--- src/rtl/tff_ctrl_pkg.sv ---
// Shared encodings for the toggle-cell bank controller: command opcodes and FSM states.
package tff_ctrl_pkg;

    typedef enum logic [1:0] {
        OP_CLEAR  = 2'b00,
        OP_LOAD   = 2'b01,
        OP_TOGGLE = 2'b10,
        OP_COUNT  = 2'b11
    } op_e;

    typedef enum logic [1:0] {
        ST_IDLE = 2'b00,
        ST_RUN  = 2'b01,
        ST_DONE = 2'b10
    } state_e;

    // CLEAR and LOAD always take exactly one step regardless of cmd_steps
    function automatic logic is_single_shot(input op_e op);
        return (op == OP_CLEAR) || (op == OP_LOAD);
    endfunction

endpackage

--- src/rtl/tff_bank_ctrl_if.sv ---
// Command channel (valid/ready) plus bank status between a command source and the controller.
interface tff_bank_ctrl_if #(
    parameter int unsigned WIDTH = 8,
    parameter int unsigned CNT_W = 8
);

    logic             cmd_valid;
    logic             cmd_ready;
    logic [1:0]       cmd_op;
    logic [WIDTH-1:0] cmd_arg;
    logic [CNT_W-1:0] cmd_steps;
    logic [WIDTH-1:0] q;
    logic             busy;
    logic             done;

    modport master (
        output cmd_valid, cmd_op, cmd_arg, cmd_steps,
        input  cmd_ready, q, busy, done
    );

    modport slave (
        input  cmd_valid, cmd_op, cmd_arg, cmd_steps,
        output cmd_ready, q, busy, done
    );

endinterface

--- src/rtl/tff_cell.sv ---
// One JK flip-flop wired as a T cell (J = K = t_i), synchronous active-low reset to 0.
module tff_cell (
    input  logic clk,
    input  logic reset,
    input  logic t_i,
    output logic q_o
);

    logic q_q;
    logic q_d;

    // JK characteristic equation with J = K = t_i
    always_comb begin
        q_d = (t_i & ~q_q) | (~t_i & q_q);
    end

    always_ff @(posedge clk) begin
        if (!reset) begin
            q_q <= 1'b0;
        end else begin
            q_q <= q_d;
        end
    end

    assign q_o = q_q;

endmodule

--- src/rtl/tff_bank_ctrl.sv ---
// Command-driven controller that turns clear/load/toggle/count commands into per-cycle
// T vectors for a bank of WIDTH toggle cells.
module tff_bank_ctrl
    import tff_ctrl_pkg::*;
#(
    parameter int unsigned WIDTH = 8,
    parameter int unsigned CNT_W = 8
) (
    input  logic           clk,
    input  logic           reset,
    tff_bank_ctrl_if.slave bus
);

    state_e           state_q, state_d;
    op_e              op_q, op_d;
    logic [WIDTH-1:0] arg_q, arg_d;
    logic [CNT_W-1:0] cnt_q, cnt_d;
    logic             ready_q, busy_q, done_q;
    logic [WIDTH-1:0] q_w;
    logic [WIDTH-1:0] tvec_c;
    logic [WIDTH-1:0] t_c;

    // Toggle pattern that moves the bank one step toward the latched command's goal
    always_comb begin
        logic carry;
        tvec_c = '0;
        carry  = 1'b1;
        case (op_q)
            OP_CLEAR:  tvec_c = q_w;
            OP_LOAD:   tvec_c = q_w ^ arg_q;
            OP_TOGGLE: tvec_c = arg_q;
            OP_COUNT: begin
                for (int i = 0; i < int'(WIDTH); i++) begin
                    tvec_c[i] = carry;
                    carry     = carry & q_w[i];
                end
            end
            default:   tvec_c = '0;
        endcase
    end

    always_comb begin
        state_d = state_q;
        op_d    = op_q;
        arg_d   = arg_q;
        cnt_d   = cnt_q;
        t_c     = '0;
        case (state_q)
            ST_IDLE: begin
                if (bus.cmd_valid && ready_q) begin
                    op_d    = op_e'(bus.cmd_op);
                    arg_d   = bus.cmd_arg;
                    cnt_d   = is_single_shot(op_e'(bus.cmd_op)) ? CNT_W'(1) : bus.cmd_steps;
                    state_d = (cnt_d == '0) ? ST_DONE : ST_RUN;
                end
            end
            ST_RUN: begin
                t_c   = tvec_c;
                cnt_d = cnt_q - CNT_W'(1);
                if (cnt_q == CNT_W'(1)) begin
                    state_d = ST_DONE;
                end
            end
            ST_DONE: state_d = ST_IDLE;
            default: state_d = ST_IDLE;
        endcase
    end

    // Status flags are registered decodes of the next state so they align with state_q
    always_ff @(posedge clk) begin
        if (!reset) begin
            state_q <= ST_IDLE;
            op_q    <= OP_CLEAR;
            arg_q   <= '0;
            cnt_q   <= '0;
            ready_q <= 1'b1;
            busy_q  <= 1'b0;
            done_q  <= 1'b0;
        end else begin
            state_q <= state_d;
            op_q    <= op_d;
            arg_q   <= arg_d;
            cnt_q   <= cnt_d;
            ready_q <= (state_d == ST_IDLE);
            busy_q  <= (state_d != ST_IDLE);
            done_q  <= (state_d == ST_DONE);
        end
    end

    for (genvar i = 0; i < int'(WIDTH); i++) begin : g_cell
        tff_cell u_cell (
            .clk   (clk),
            .reset (reset),
            .t_i   (t_c[i]),
            .q_o   (q_w[i])
        );
    end

    assign bus.q         = q_w;
    assign bus.cmd_ready = ready_q;
    assign bus.busy      = busy_q;
    assign bus.done      = done_q;

endmodule

--- src/flat_wrapper.sv ---
// flat-port wrapper written by rule: the top's interface ports become plain ports
module tff_bank_ctrl_flat import tff_ctrl_pkg::*;
#(
    parameter int unsigned WIDTH = 8,
    parameter int unsigned CNT_W = 8
)
  (clk, reset, bus_cmd_valid, bus_cmd_op, bus_cmd_arg, bus_cmd_steps, bus_cmd_ready, bus_q, bus_busy, bus_done);
  tff_bank_ctrl_if #(.WIDTH(WIDTH), .CNT_W(CNT_W)) bus_i ();
  input  logic clk;
  input  logic reset;
  input wire logic [$bits(bus_i.cmd_valid)-1:0] bus_cmd_valid;
  input wire logic [$bits(bus_i.cmd_op)-1:0] bus_cmd_op;
  input wire logic [$bits(bus_i.cmd_arg)-1:0] bus_cmd_arg;
  input wire logic [$bits(bus_i.cmd_steps)-1:0] bus_cmd_steps;
  output wire logic [$bits(bus_i.cmd_ready)-1:0] bus_cmd_ready;
  output wire logic [$bits(bus_i.q)-1:0] bus_q;
  output wire logic [$bits(bus_i.busy)-1:0] bus_busy;
  output wire logic [$bits(bus_i.done)-1:0] bus_done;
  assign bus_i.cmd_valid = bus_cmd_valid;
  assign bus_i.cmd_op = bus_cmd_op;
  assign bus_i.cmd_arg = bus_cmd_arg;
  assign bus_i.cmd_steps = bus_cmd_steps;
  assign bus_cmd_ready = bus_i.cmd_ready;
  assign bus_q = bus_i.q;
  assign bus_busy = bus_i.busy;
  assign bus_done = bus_i.done;
  tff_bank_ctrl #(.WIDTH(WIDTH), .CNT_W(CNT_W)) u_core (.clk(clk), .reset(reset), .bus(bus_i));
endmodule
--- config.mk ---
export PLATFORM = sky130hd
export DESIGN_NAME = tff_bank_ctrl_flat
export DESIGN_NICKNAME = d
export VERILOG_FILES = /design/src/rtl/tff_ctrl_pkg.sv /design/src/rtl/tff_bank_ctrl_if.sv /design/src/rtl/tff_cell.sv /design/src/rtl/tff_bank_ctrl.sv /design/src/flat_wrapper.sv
export SDC_FILE = /design/constraint.sdc
export NUM_CORES = 1
export LEC_CHECK = 0
export ABC_AREA = 1
export BUFFER_PORTS_ARGS = -buffer_cell sky130_fd_sc_hd__buf_2
export CORE_ASPECT_RATIO = 1.75
export CORE_MARGIN = 3
export CORE_UTILIZATION = 41
export DETAILED_ROUTE_END_ITERATION = 10
export HOLD_SLACK_MARGIN = 0.06
export PLACE_DENSITY = 0.7
export SLEW_MARGIN = 25
export SYNTH_ARGS = -nofsm -noshare
export SYNTH_HDL_FRONTEND = slang
export SYNTH_SLANG_ARGS = --single-unit
export TNS_END_PERCENT = 5
--- constraint.sdc ---
create_clock -name clk -period 2.6 [get_ports clk]
set_clock_uncertainty 0.1 [all_clocks]
set_input_delay 0.13 -clock clk [delete_from_list [all_inputs] [get_ports clk]]
set_output_delay 0.13 -clock clk [all_outputs]
set_load 0.03 [all_outputs]
==> flow_summary.toml <==
[status]
status = "finished, final reports clean"

[worst_setup_path]
crit_chain = "inv_2, nand4_1, buf_4, nand2_1, inv_1, nand2_1, a21oi_1"
end_kind = "register"
critPathSlowestCell = "dfxtp_1"
path_max_fanout = 21
r2r_slack_ns = 1.07
critPathRequiredTime_ns = 2.71
cp.arrival_ns = 1.64
cp_common_cell = "nand2_1"
r2r-start = "u_core.state_q[1]"
rr_worst_depth = 7
worstSetupPathType = "reg2reg"
worst-path-stages = 7
crit_path_max_incr_delay_ns = 0.38
start_kind = "register"
path_buf_inv = 3
worstReg2RegEnd = "u_core.cnt_q[7]"
cp_top_family = "buffers and inverters"

[route]
wl_per_cell_um = 11.5
wl_met3_um = 146
num_vias = 1675
drc = 0
route.met2.wl_um = 2160
first_pass_iters = 4
first_iter_violations = 35
ant_nets = 0
wl_met1_um = 1450
via_per_inst = 4.96
finalWirelength_um = 3900
routed.top_layer = "met4"

[cells_and_area]
fill_cells = 432
layout.cells.non_filler = 338
synthToLayoutAreaGrowth_pct = 22.4
diodes = 0
fin_area_um2 = 2050
finish.net_count = 312
drive_above_1_share_pct = 17.2

[yosys]
ys_seq_area_share_pct = 37.1
synthCells = 251
yosys.area.top_type_share_pct = 37.1
yosysWarningCount = 0
synth_edf_count = 0
yosysMostFrequentCell = "nand2_1"
yosys.area.top_type = "dfxtp_1"
syn_nets = 274
synthFlopType = "dfxtp_1"
yosysUniqueCellTypes = 27
synthTopCellsByArea = "dfxtp_1 (37%), nand2_1 (13%), a21oi_1 (6.9%), nor2_1 (5.8%), o21ai_0 (5.7%)"
ys_top_cells_by_count = "nand2_1 (58), dfxtp_1 (31), nor2_1 (26), inv_1 (25), a21oi_1 (23)"
ys_ff_latch = 31
async_reset_ff_share_pct = 0
synth_area_um2 = 1670
avgSynthCellArea_um2 = 6.66

[cts]
cts_made_buffers = 5
cts.htree.levels = 2
cts.sinks = 31
clk_pin_slew_ns = 0.06
cts_tree = "done"
cts_setup_buffers = 0
cts_root_buf = "clkbuf_8"
clockBufferDepth = 2
insertion_delay_ns = 0.29

[sta]
slew_headroom_pct = 78.1
fmax_mhz = 655
period_share_pct = 58.8
setup_viol = 0
tightestPinTransition_ns = 0.328
period_needed_ns = 1.53
rsz0062_at_grt = "no"
final_hold_viol_count = 0
slew_viol_final = 0
setup_tns_ns = 0
setup_ws_ns = 1.07

[hold_path]
worstHoldStart = "reset"
whs_path_depth = 2
worstHoldPathType = "in2reg"
whs_endpoint = "u_core.bus.cmd_ready"

[floorplan]
core_area_um2 = 3900
ios = 32
fp-row-count = 30
start_util_pct = 42.8
die_h_um = 90.5
die_area_um2 = 4910
dieWidth_um = 54.3

[global_route]
grt_pass1_vias = 1552
grt_pass1_wl_um = 6470
grt_overflow = 0
antenna_found_initial = 0
grt_start_max_net_pins = 22
grt_usage_pct = 17.9

[placed_design]
hpwl_um = 2930
place_area_um2 = 1820
place_ws_ns = 1.06
numPortBuffers = 31
gp_congestion = 0.946
dp_cells = 319

[power]
p_per_area_nw_per_um2 = 679
power_leakage_uw = 0.000895
max-vdd-ir-drop_v = 0.000555

[run]
cap_violations = 0
==> worst register-to-register path, stage by stage, from the launching register on <==
cell and delay (ns):
dfxtp_1 0.38, inv_2 0.05, nand4_1 0.17, buf_4 0.27, nand2_1 0.12, inv_1 0.15, nand2_1 0.07, a21oi_1 0.14
==> state kept, by name (all words and copies together) (netlist names) <==
signal / flops
u_core.arg_q: 8
u_core.cnt_q: 8
u_core.g_cell.u_cell.q_o: 8
u_core.op_q: 2
u_core.state_q: 2
u_core.bus.busy: 1
u_core.bus.cmd_ready: 1
u_core.bus.done: 1
==> kinds of logic (layout without fill, tap and decap cells) <==
kind of cell | Yosys count | after routing | share of synthesized area [%]
AO/OA/AOI/OAI | 58 | 58 | 18.5
XOR/XNOR | 6 | 6 | 3.14
adder cells (fa/ha/maj) | 2 | 2 | 1.50
buffers and inverters | 46 | 85 | 12.4
flip-flops | 31 | 31 | 37.1
AND/OR/NAND/NOR | 108 | 108 | 27.3
==> power breakdown <==
part | switching (uW) | total [uW] | internal [uW]
sequential | 36.6 | 561 | 524
clock | 185 | 495 | 310
combinational | 209 | 334 | 125
==> layout by cell type, fill, tap and decap left out, types with 2 or more instances in the layout <==
cell type      instances
dlygate4sd3_1         11
o21ai_1                6
inv_2                  7
nand4_1                6
nand2_1               58
a31oi_1                3
o22ai_1                3
dfxtp_1               31
a21oi_1               23
xnor2_1                2
nand3b_1               2
buf_2                 31
buf_4                  2
ha_1                   2
nand3_1               12
inv_1                 25
clkbuf_8               6
o21ai_0               19
or2_0                  2
nor2_1                26
xor2_1                 4
==> layout make-up <==
type	count	area [um^2]	share of cell area (%)
Clock buffer	6	82.6	4.04
Clock inverter	2	35.0	1.71
Sequential cell	31	621	30.3
Timing Repair Buffer	44	280	13.7
Inverter	33	124	6.06
Multi-Input combinational cell	174	843	41.2
Tap cell	48	60.1	2.94
==> worst max path at each step <==
stage	slack, ns	startpoint	endpoint
after floorplan	1.23	u_core.bus.cmd_ready	u_core.cnt_q[5]
after global placement	1.09	u_core.state_q[1]	u_core.g_cell[1].u_cell.q_o
after detailed placement	1.06	u_core.state_q[1]	u_core.g_cell[1].u_cell.q_o
after CTS	1.06	u_core.state_q[1]	u_core.g_cell[1].u_cell.q_o
after global routing	0.91	u_core.state_q[1]	u_core.cnt_q[7]
final	1.07	u_core.state_q[1]	u_core.cnt_q[7]
==> what timing repair did <==
item,CTS,global route
endpoints found under the hold margin,11,0
gates resized for setup,0,0
hold buffers,11,0
==> metrics by stage <==
| step | utilization, % | hold slack (ns) | power, uW |
|---|---|---|---|
| final | 52.4 | 0.0964 | 1390 |
| after global routing | 52.4 | 0.109 | 1480 |
| after CTS | 52.4 | 0.0902 | 1400 |
| after detailed placement | 46.6 | 0.295 | 891 |
| after global placement | 46.6 | 0.284 | 886 |
| after floorplan | - | 0.168 | 809 |
==> layer usage <==
layer  GRT usage, %  up-vias
li1               -      881
met2           30.8       36
met1           18.0      748
met4           10.6        0
met3           4.63       10
met5              0        -
(Power assumes the default switching activity.)
